File: config.mk
export PLATFORM = sky130hd
export DESIGN_NAME = mmio_timer_flat
export DESIGN_NICKNAME = d
export VERILOG_FILES = /design/src/rtl/mmio_timer_if.sv /design/src/rtl/mmio_timer.sv /design/src/flat_wrapper.sv
export SDC_FILE = /design/constraint.sdc
export NUM_CORES = 1
export LEC_CHECK = 0
export ABC_AREA = 1
export BUFFER_PORTS_ARGS = -buffer_cell sky130_fd_sc_hd__buf_2
export CORE_MARGIN = 1
export CORE_UTILIZATION = 48
export CTS_BUF_LIST = sky130_fd_sc_hd__clkbuf_2 sky130_fd_sc_hd__clkbuf_4 sky130_fd_sc_hd__clkbuf_8
export CTS_CLUSTER_SIZE = 40
export DETAILED_ROUTE_END_ITERATION = 7
export HOLD_SLACK_MARGIN = 0.03
export PLACE_DENSITY = 0.7
export SYNTH_ARGS = -nofsm -noshare
export SYNTH_HDL_FRONTEND = slang
export SYNTH_SLANG_ARGS = --single-unit
File: constraint.sdc
create_clock -name clk -period 2.3 [get_ports clk]
set_clock_uncertainty 0.15 [all_clocks]
set_input_delay 0.115 -clock clk [delete_from_list [all_inputs] [get_ports clk]]
set_output_delay 0.115 -clock clk [all_outputs]
set_load 0.02 [all_outputs]
File: src/rtl/mmio_timer_if.sv
// mmio_timer_if
// Data-side load/store bus between the processor and the timer peripheral.
//   memwrite  : store strobe (master -> slave)
//   dataadr   : byte address (master -> slave)
//   writedata : store data (master -> slave)
//   readdata  : combinational load data (slave -> master)
//   sel       : window-hit flag for the top-level read mux (slave -> master)
interface mmio_timer_if;
    logic        memwrite;
    logic [31:0] dataadr;
    logic [31:0] writedata;
    logic [31:0] readdata;
    logic        sel;

    modport master (
        output memwrite,
        output dataadr,
        output writedata,
        input  readdata,
        input  sel
    );

    modport slave (
        input  memwrite,
        input  dataadr,
        input  writedata,
        output readdata,
        output sel
    );
endinterface

File: src/rtl/mmio_timer.sv
// mmio_timer
// Memory-mapped timer with prescaler, 32-bit counter, compare match,
// optional auto-reload and a maskable interrupt. Occupies a 16-byte
// window at BASE_ADDR.
//   clk   : system clock, all state updates on the rising edge
//   reset : synchronous active-high reset
//   bus   : load/store bus (memwrite, dataadr, writedata, readdata, sel)
//   irq   : interrupt request, STATUS.match & CTRL.irq_en
// Register map (offset = dataadr[3:2]):
//   0x0 CTRL    bit0 en, bit1 autoreload, bit2 irq_en
//   0x4 COUNT   counter value, write loads it
//   0x8 COMPARE compare value
//   0xC STATUS  bit0 match, write-1-to-clear
module mmio_timer #(
    parameter logic [31:0] BASE_ADDR = 32'h0000_0100,
    parameter int          PRESC_DIV = 4
) (
    input  logic         clk,
    input  logic         reset,
    mmio_timer_if.slave  bus,
    output logic         irq
);

    localparam logic [15:0] PRESC_LAST = 16'(PRESC_DIV - 1);

    logic        r_en;
    logic        r_autoreload;
    logic        r_irq_en;
    logic        r_match;
    logic [31:0] r_count;
    logic [31:0] r_compare;
    logic [15:0] r_presc;

    logic        w_sel;
    logic        w_wr;
    logic        w_wr_ctrl;
    logic        w_wr_count;
    logic        w_wr_compare;
    logic        w_wr_status;
    logic        w_en_next;
    logic        w_tick;
    logic        w_hit;
    logic [31:0] w_readdata;
    logic        w_unused_addr_bits;

    // Byte-lane bits of the address do not select anything.
    assign w_unused_addr_bits = ^bus.dataadr[1:0];

    assign w_sel        = (bus.dataadr[31:4] == BASE_ADDR[31:4]);
    assign w_wr         = bus.memwrite & w_sel;
    assign w_wr_ctrl    = w_wr & (bus.dataadr[3:2] == 2'd0);
    assign w_wr_count   = w_wr & (bus.dataadr[3:2] == 2'd1);
    assign w_wr_compare = w_wr & (bus.dataadr[3:2] == 2'd2);
    assign w_wr_status  = w_wr & (bus.dataadr[3:2] == 2'd3);

    // Enable as it will be after this edge; a store clearing en suppresses
    // a tick that would otherwise land on the same edge.
    assign w_en_next = w_wr_ctrl ? bus.writedata[0] : r_en;
    assign w_tick    = r_en & w_en_next & (r_presc == PRESC_LAST);
    // Match always looks at the pre-edge COUNT and COMPARE.
    assign w_hit     = w_tick & (r_count == r_compare);

    assign irq     = r_match & r_irq_en;
    assign bus.sel = w_sel;

    // Combinational read mux; returns zero outside the window.
    always_comb begin
        w_readdata = 32'd0;
        if (w_sel) begin
            case (bus.dataadr[3:2])
                2'd0:    w_readdata = {29'd0, r_irq_en, r_autoreload, r_en};
                2'd1:    w_readdata = r_count;
                2'd2:    w_readdata = r_compare;
                2'd3:    w_readdata = {31'd0, r_match};
                default: w_readdata = 32'd0;
            endcase
        end else begin
            w_readdata = 32'd0;
        end
    end

    assign bus.readdata = w_readdata;

    // Register file, prescaler, counter and match flag.
    always_ff @(posedge clk) begin
        if (reset) begin
            r_en         <= 1'b0;
            r_autoreload <= 1'b0;
            r_irq_en     <= 1'b0;
            r_match      <= 1'b0;
            r_count      <= 32'd0;
            r_compare    <= 32'hFFFF_FFFF;
            r_presc      <= 16'd0;
        end else begin
            if (w_wr_ctrl) begin
                r_en         <= bus.writedata[0];
                r_autoreload <= bus.writedata[1];
                r_irq_en     <= bus.writedata[2];
            end

            // Held at zero while disabled, so a fresh enable starts a full period.
            if (!r_en || !w_en_next || w_tick) begin
                r_presc <= 16'd0;
            end else begin
                r_presc <= r_presc + 16'd1;
            end

            // A CPU store to COUNT overrides both reload and increment.
            if (w_wr_count) begin
                r_count <= bus.writedata;
            end else if (w_hit && r_autoreload) begin
                r_count <= 32'd0;
            end else if (w_tick) begin
                r_count <= r_count + 32'd1;
            end

            if (w_wr_compare) begin
                r_compare <= bus.writedata;
            end

            // A new match beats a simultaneous write-1-to-clear.
            if (w_hit) begin
                r_match <= 1'b1;
            end else if (w_wr_status && bus.writedata[0]) begin
                r_match <= 1'b0;
            end
        end
    end

endmodule

File: src/flat_wrapper.sv
// flat-port wrapper written by rule: the top's interface ports become plain ports
module mmio_timer_flat 
#(
    parameter logic [31:0] BASE_ADDR = 32'h0000_0100,
    parameter int          PRESC_DIV = 4
)
  (clk, reset, irq, bus_memwrite, bus_dataadr, bus_writedata, bus_readdata, bus_sel);
  mmio_timer_if bus_i ();
  input  logic clk;
  input  logic reset;
  output logic irq;
  input wire logic [$bits(bus_i.memwrite)-1:0] bus_memwrite;
  input wire logic [$bits(bus_i.dataadr)-1:0] bus_dataadr;
  input wire logic [$bits(bus_i.writedata)-1:0] bus_writedata;
  output wire logic [$bits(bus_i.readdata)-1:0] bus_readdata;
  output wire logic [$bits(bus_i.sel)-1:0] bus_sel;
  assign bus_i.memwrite = bus_memwrite;
  assign bus_i.dataadr = bus_dataadr;
  assign bus_i.writedata = bus_writedata;
  assign bus_readdata = bus_i.readdata;
  assign bus_sel = bus_i.sel;
  mmio_timer #(.BASE_ADDR(BASE_ADDR), .PRESC_DIV(PRESC_DIV)) u_core (.clk(clk), .reset(reset), .bus(bus_i), .irq(irq));
endmodule
Yosys cells after proc, flatten, opt, wreduce, memory -nomap -nowiden
Cells that the tools add are included.
W data, S select, Z words.
{"block": "classes", "add_sub_neg": 2, "eq_ne": 6, "muxes": 8, "reduce_logical": 10, "n_bitwise": 9}
{"operator": "$mux W32", "count": 4}
{"operator": "$pmux W32 S4", "count": 1}
{"operator": "$add A32 B1 Y32 const B", "count": 1}
{"operator": "$eq A32 B32 Y1", "count": 1}
{"operator": "$eq A28 B5 Y1 const B", "count": 1}
{"operator": "$add A16 B1 Y16 const B", "count": 1}
{"operator": "$eq A16 B2 Y1 const B", "count": 1}
{"operator": "$and A1 B1 Y1", "count": 9}
{"operator": "$eq A2 B2 Y1 const B", "count": 2}
{"operator": "$mux W1", "count": 3}
{"operator": "$reduce_bool A3 Y1", "count": 1}
{"operator": "$eq A2 B1 Y1 const B", "count": 1}
{"operator": "$logic_and A1 B1 Y1", "count": 2}
{"operator": "$logic_not A1 Y1", "count": 2}
{"operator": "$logic_not A2 Y1", "count": 1}
{"operator": "$logic_or A1 B1 Y1", "count": 2}
{"operator": "$reduce_bool A2 Y1", "count": 1}
{"operator": "$reduce_or A2 Y1", "count": 1}
{"block": "word_totals", "register_bits": 84, "input_bits": 67}

Longest topological paths before layout
{"block": "logic_depth", "depth_word": 10, "depth_mapped": 15, "mapped_depth_nobuf": 13}

Least setup slack after synthesis
No wires, ideal clock.
{"block": "synth_path", "path_type": "register to register", "startpoint": "reg u_core.r_count[1]", "endpoint": "reg u_core.r_count[18]", "arrival_ps": 1698, "path_slack_ps": 324, "synth_period_minus_slack_ps": 1976, "stages_incl_launch_ff": 13, "required_ps": 2022, "path_cell_list": "dfxtp_1 -> ha_1 -> nand3_2 -> nor2_2 -> nand2_1 -> nor2_2 -> nand2_1 -> nor2_2 -> nand2_1 -> o21ai_0 -> inv_1 -> a21oi_1 -> nor2_1"}
{"block": "synth_between", "elab_chain_cells": 5}
{"item": "start: declaration", "line": "mmio_timer.sv:30", "source": "logic [31:0] r_count;"}
{"item": "start signal: assignment", "line": "mmio_timer.sv:110", "source": "r_count <= bus.writedata;"}
{"item": "start signal: assignment", "line": "mmio_timer.sv:114", "source": "r_count <= r_count + 32'd1;"}
{"item": "parallel branches: the longest is 5 deep, another holds $add A32 B1 Y32"}
Parallel ways; which one is timed is not known. The select of a mux whose other input is x is not followed.
A chain may end at the register's enable or synchronous reset.

Worst setup path in the final report
{"block": "layout_path", "startpoint": "reg u_core.r_presc[0]", "endpoint": "reg u_core.r_count[4]"}
{"block": "layout_between", "elab_chain_cells": 6}
{"item": "start: declaration", "line": "mmio_timer.sv:32", "source": "logic [15:0] r_presc;"}
{"item": "start signal: assignment", "line": "mmio_timer.sv:105", "source": "r_presc <= r_presc + 16'd1;"}
{"item": "$eq A16 B2 Y1 (*)", "line": "mmio_timer.sv:59", "source": "assign w_tick = r_en & w_en_next & (r_presc == PRESC_LAST);"}
{"item": "$and A1 B1 Y1 (*)", "line": "mmio_timer.sv:59"}
{"item": "$and A1 B1 Y1", "line": "mmio_timer.sv:61", "source": "assign w_hit = w_tick & (r_count == r_compare);"}
{"item": "$logic_and A1 B1 Y1", "line": "mmio_timer.sv:111", "source": "end else if (w_hit && r_autoreload) begin"}
{"item": "$mux W32", "line": "mmio_timer.sv:111"}
{"item": "$mux W32", "line": "mmio_timer.sv:109", "source": "if (w_wr_count) begin"}
Mark *: on every way between the ends. The rest lies on a longest branch, timed or not.

==> results.py <==
metrics = {
    "run_status": {
        "status": "complete, no violations",
    },
    "drt": {
        "postRouteWirelength_um": 16700,
        "viasPerCell": 5.14,
        "ant_nets": 0,
        "route.detailed.drc": 0,
        "vias": 6111,
        "dr.pass1.iters": 7,
        "wl_per_cell_um": 14.0,
        "dr.first_iter.drc_count": 467,
    },
    "yosys": {
        "synthAdderAreaFrac": 0.00448,
        "synthMuxAreaShare": 0,
        "syn_avg_cell_area_um2": 6.12,
        "netlist_instances": 913,
        "synth_top_family_by_area": "simple AND/OR/NAND/NOR gates",
        "synth-compound-area-share": 0.106,
        "seq_area_frac_synth": 0.301,
        "syn_area_um2": 5590,
        "synth_simple_gate_area_share": 0.408,
        "yosys_warnings": 0,
        "synth_xor_area_frac": 0.0611,
        "yosys_register_bits": 84,
        "synthFlopType": "dfxtp_1",
        "synth_nets": 982,
        "async_flop_share": 0,
        "synth_cell_types": 35,
        "synth_edf_count": 0,
    },
    "place": {
        "hpwl_um": 11900,
        "pre_cts_slack_ps": 137,
        "routabilityCongestion": 0.919,
        "port_buffers": 98,
    },
    "sta": {
        "tightest_slew_ps": 564,
        "finalSetupTns_ps": 0,
        "finalSetupViolCount": 0,
        "fmax_ghz": 0.463,
        "rsz0062_at_grt": "false",
        "max_slew_margin": 0.623,
        "finalCritPeriodShare": 0.939,
        "drv_slew": 0,
        "worst_slack_ps": 139,
        "finalHoldViolCount": 0,
        "min_period_ps": 2160,
    },
    "worst_hold_path": {
        "min_path_type": "input port to flop",
    },
    "global_route": {
        "first_global_vias": 5432,
        "grt_max_degree": 47,
        "antenna_found_initial": 0,
        "grtUsageTotal": 0.289,
        "overflow": 0,
        "grt_pass1_wl_um": 26600,
    },
    "layout": {
        "num_antenna_cells": 0,
        "final.fill_count": 1145,
        "fin_nets": 1111,
        "final_common_cell": "nand2_1",
        "seq_area_um2": 1680,
        "final_cell_mix": "nand2_1 (310), inv_1 (110), buf_2 (98)",
        "multi_input_area_um2": 3250,
        "syn_to_final_growth_pct": 24.3,
        "drive_above_1_share": 0.179,
    },
    "clock_network": {
        "cts_buffers": 9,
        "cts_max_path_buffers": 2,
        "cts_root_buf": "clkbuf_8",
        "ctsHtreeMaxLevel": 3,
        "clk_pin_slew_worst_paths_ps": 90,
        "cts_sinks": 84,
        "insertion_delay_ps": 380,
        "cts_tree": "built",
    },
    "floorplan": {
        "die-height_um": 110,
        "fp-row-count": 39,
        "dieArea_um2": 12100,
        "die_w_um": 110,
        "ioPinCount": 101,
        "initial_core_util": 0.492,
        "core-area_um2": 11400,
    },
    "setup_path": {
        "worstSetupStartpointType": "flop",
        "critPathKind": "flop to flop",
        "arrival_ps": 2330,
        "end_kind": "flop",
        "worst-path-max-fanout": 9,
        "critPathRequiredTime_ps": 2470,
    },
    "pwr": {
        "p_sw_frac": 0.217,
        "power_leakage_uw": 0.00327,
        "switchingPower_uw": 663,
        "p_int_uw": 2390,
        "power_density_nw_per_um2": 439,
        "ir_worst_vdd_mv": 0.387,
        "p_seq_frac": 0.476,
        "comb_power_share": 0.063,
        "clkPwrFrac": 0.461,
    },
    "run": {
        "drv_cap": 0,
    },
}
==> through the flow <==
stage	cells	cell area, um2	hold WS, ps	utilization	power, uW
floorplan	913	5590	91.3	-	1540
global placement	1137	6310	196	0.555	1630
detailed placement	1137	6310	198	0.555	1640
CTS	1187	6920	33.3	0.609	3070
global route	1190	6950	79.5	0.611	3140
finish	1190	6950	50.5	0.611	3050
==> critical path, cell delays in order (launching register included) <==
cell,delay [ps]
dfxtp_1,380
ha_1,200
nand2_1,90
nor3_1,190
nand3_1,160
nor2_2,180
nand2_2,140
nor2_8,230
buf_4,210
a21oi_1,70
nor2_1,100
==> power groups by stage <==
stage	clock network [uW]	registers (uW)	logic [uW]
3_5_place_dp	0	1490	148
6_report	1410	1450	194
2_1_floorplan	0	1490	55.1
5_1_grt	1470	1450	213
3_3_place_gp	0	1490	147
4_1_cts	1420	1450	193
==> cell type report <==
| type | count | area share |
|---|---|---|
| well taps | 143 | 0.0258 |
| inverters | 112 | 0.0605 |
| clock inverters | 3 | 0.0130 |
| clock buffers | 13 | 0.0258 |
| multi-input cells | 667 | 0.467 |
| repair buffers | 168 | 0.166 |
| flip-flops and latches | 84 | 0.242 |
==> per-layer routing <==
layer | routed length, um | global-route usage | vias to the layer above
met1 | 7430 | 0.380 | 2728
li1 | - | - | 3126
met5 | 0 | 0 | -
met2 | 7710 | 0.474 | 234
met3 | 1280 | 0.0587 | 23
met4 | 287 | 0.0838 | 0
==> path summary, 6_finish.rpt <==
path	from	slack (ps)	cells past startpoint	endpoint
setup / recovery	u_core.r_presc[0]$_SDFF_PP0_	140	10	u_core.r_count[4]$_SDFFE_PP0P_
hold / removal	bus_dataadr[3]	50	4	u_core.r_match$_SDFFE_PP0P_
setup reg to reg	u_core.r_presc[0]$_SDFF_PP0_	140	10	u_core.r_count[4]$_SDFFE_PP0P_
hold reg to reg	u_core.r_presc[0]$_SDFF_PP0_	340	1	u_core.r_presc[0]$_SDFF_PP0_
==> registers in the layout, indices dropped and copies added (netlist names) <==
signal and cells:
u_core.r_autoreload 1, u_core.r_compare 32, u_core.r_count 32, u_core.r_en 1, u_core.r_irq_en 1, u_core.r_match 1
u_core.r_presc 16
==> cells in the mapped netlist, types with 2 or more instances <==
cell | instances | area share
xor2_1 | 22 | 0.034
nor4_1 | 5 | 0.0056
o21ai_0 | 3 | 0.0027
nor2_1 | 84 | 0.056
nand2_2 | 2 | 0.0022
nand4_1 | 15 | 0.017
a31oi_1 | 2 | 0.0022
nor2_2 | 5 | 0.0056
nor2_4 | 2 | 0.0040
a21oi_2 | 7 | 0.011
inv_1 | 110 | 0.074
buf_6 | 2 | 0.0040
buf_4 | 3 | 0.0040
a21oi_1 | 67 | 0.060
nand2_1 | 310 | 0.21
nor3_1 | 15 | 0.013
xnor2_1 | 17 | 0.027
nand3_1 | 68 | 0.061
dfxtp_1 | 84 | 0.30
nor3_2 | 3 | 0.0054
o211ai_1 | 21 | 0.028
buf_2 | 21 | 0.019
clkbuf_1 | 22 | 0.015
inv_2 | 2 | 0.0013
ha_1 | 2 | 0.0045
nand3_2 | 10 | 0.018
==> what timing repair did <==
action | in CTS | in global routing
resized for setup | 0 | 2
buffers inserted | 0 | 3
hold buffers | 34 | 0
hold endpoints to repair | 68 | 0
setup endpoints to repair | 0 | 3
==> logic make-up (layout without fill, tap and decap cells) <==
family / Yosys count / count (layout)
compound gates: 101 / 101
fa+ha+maj: 2 / 2
simple gates: 525 / 525
buf+inv: 162 / 296
xor+xnor: 39 / 39
flops: 84 / 84
(Power assumes the default switching activity.)
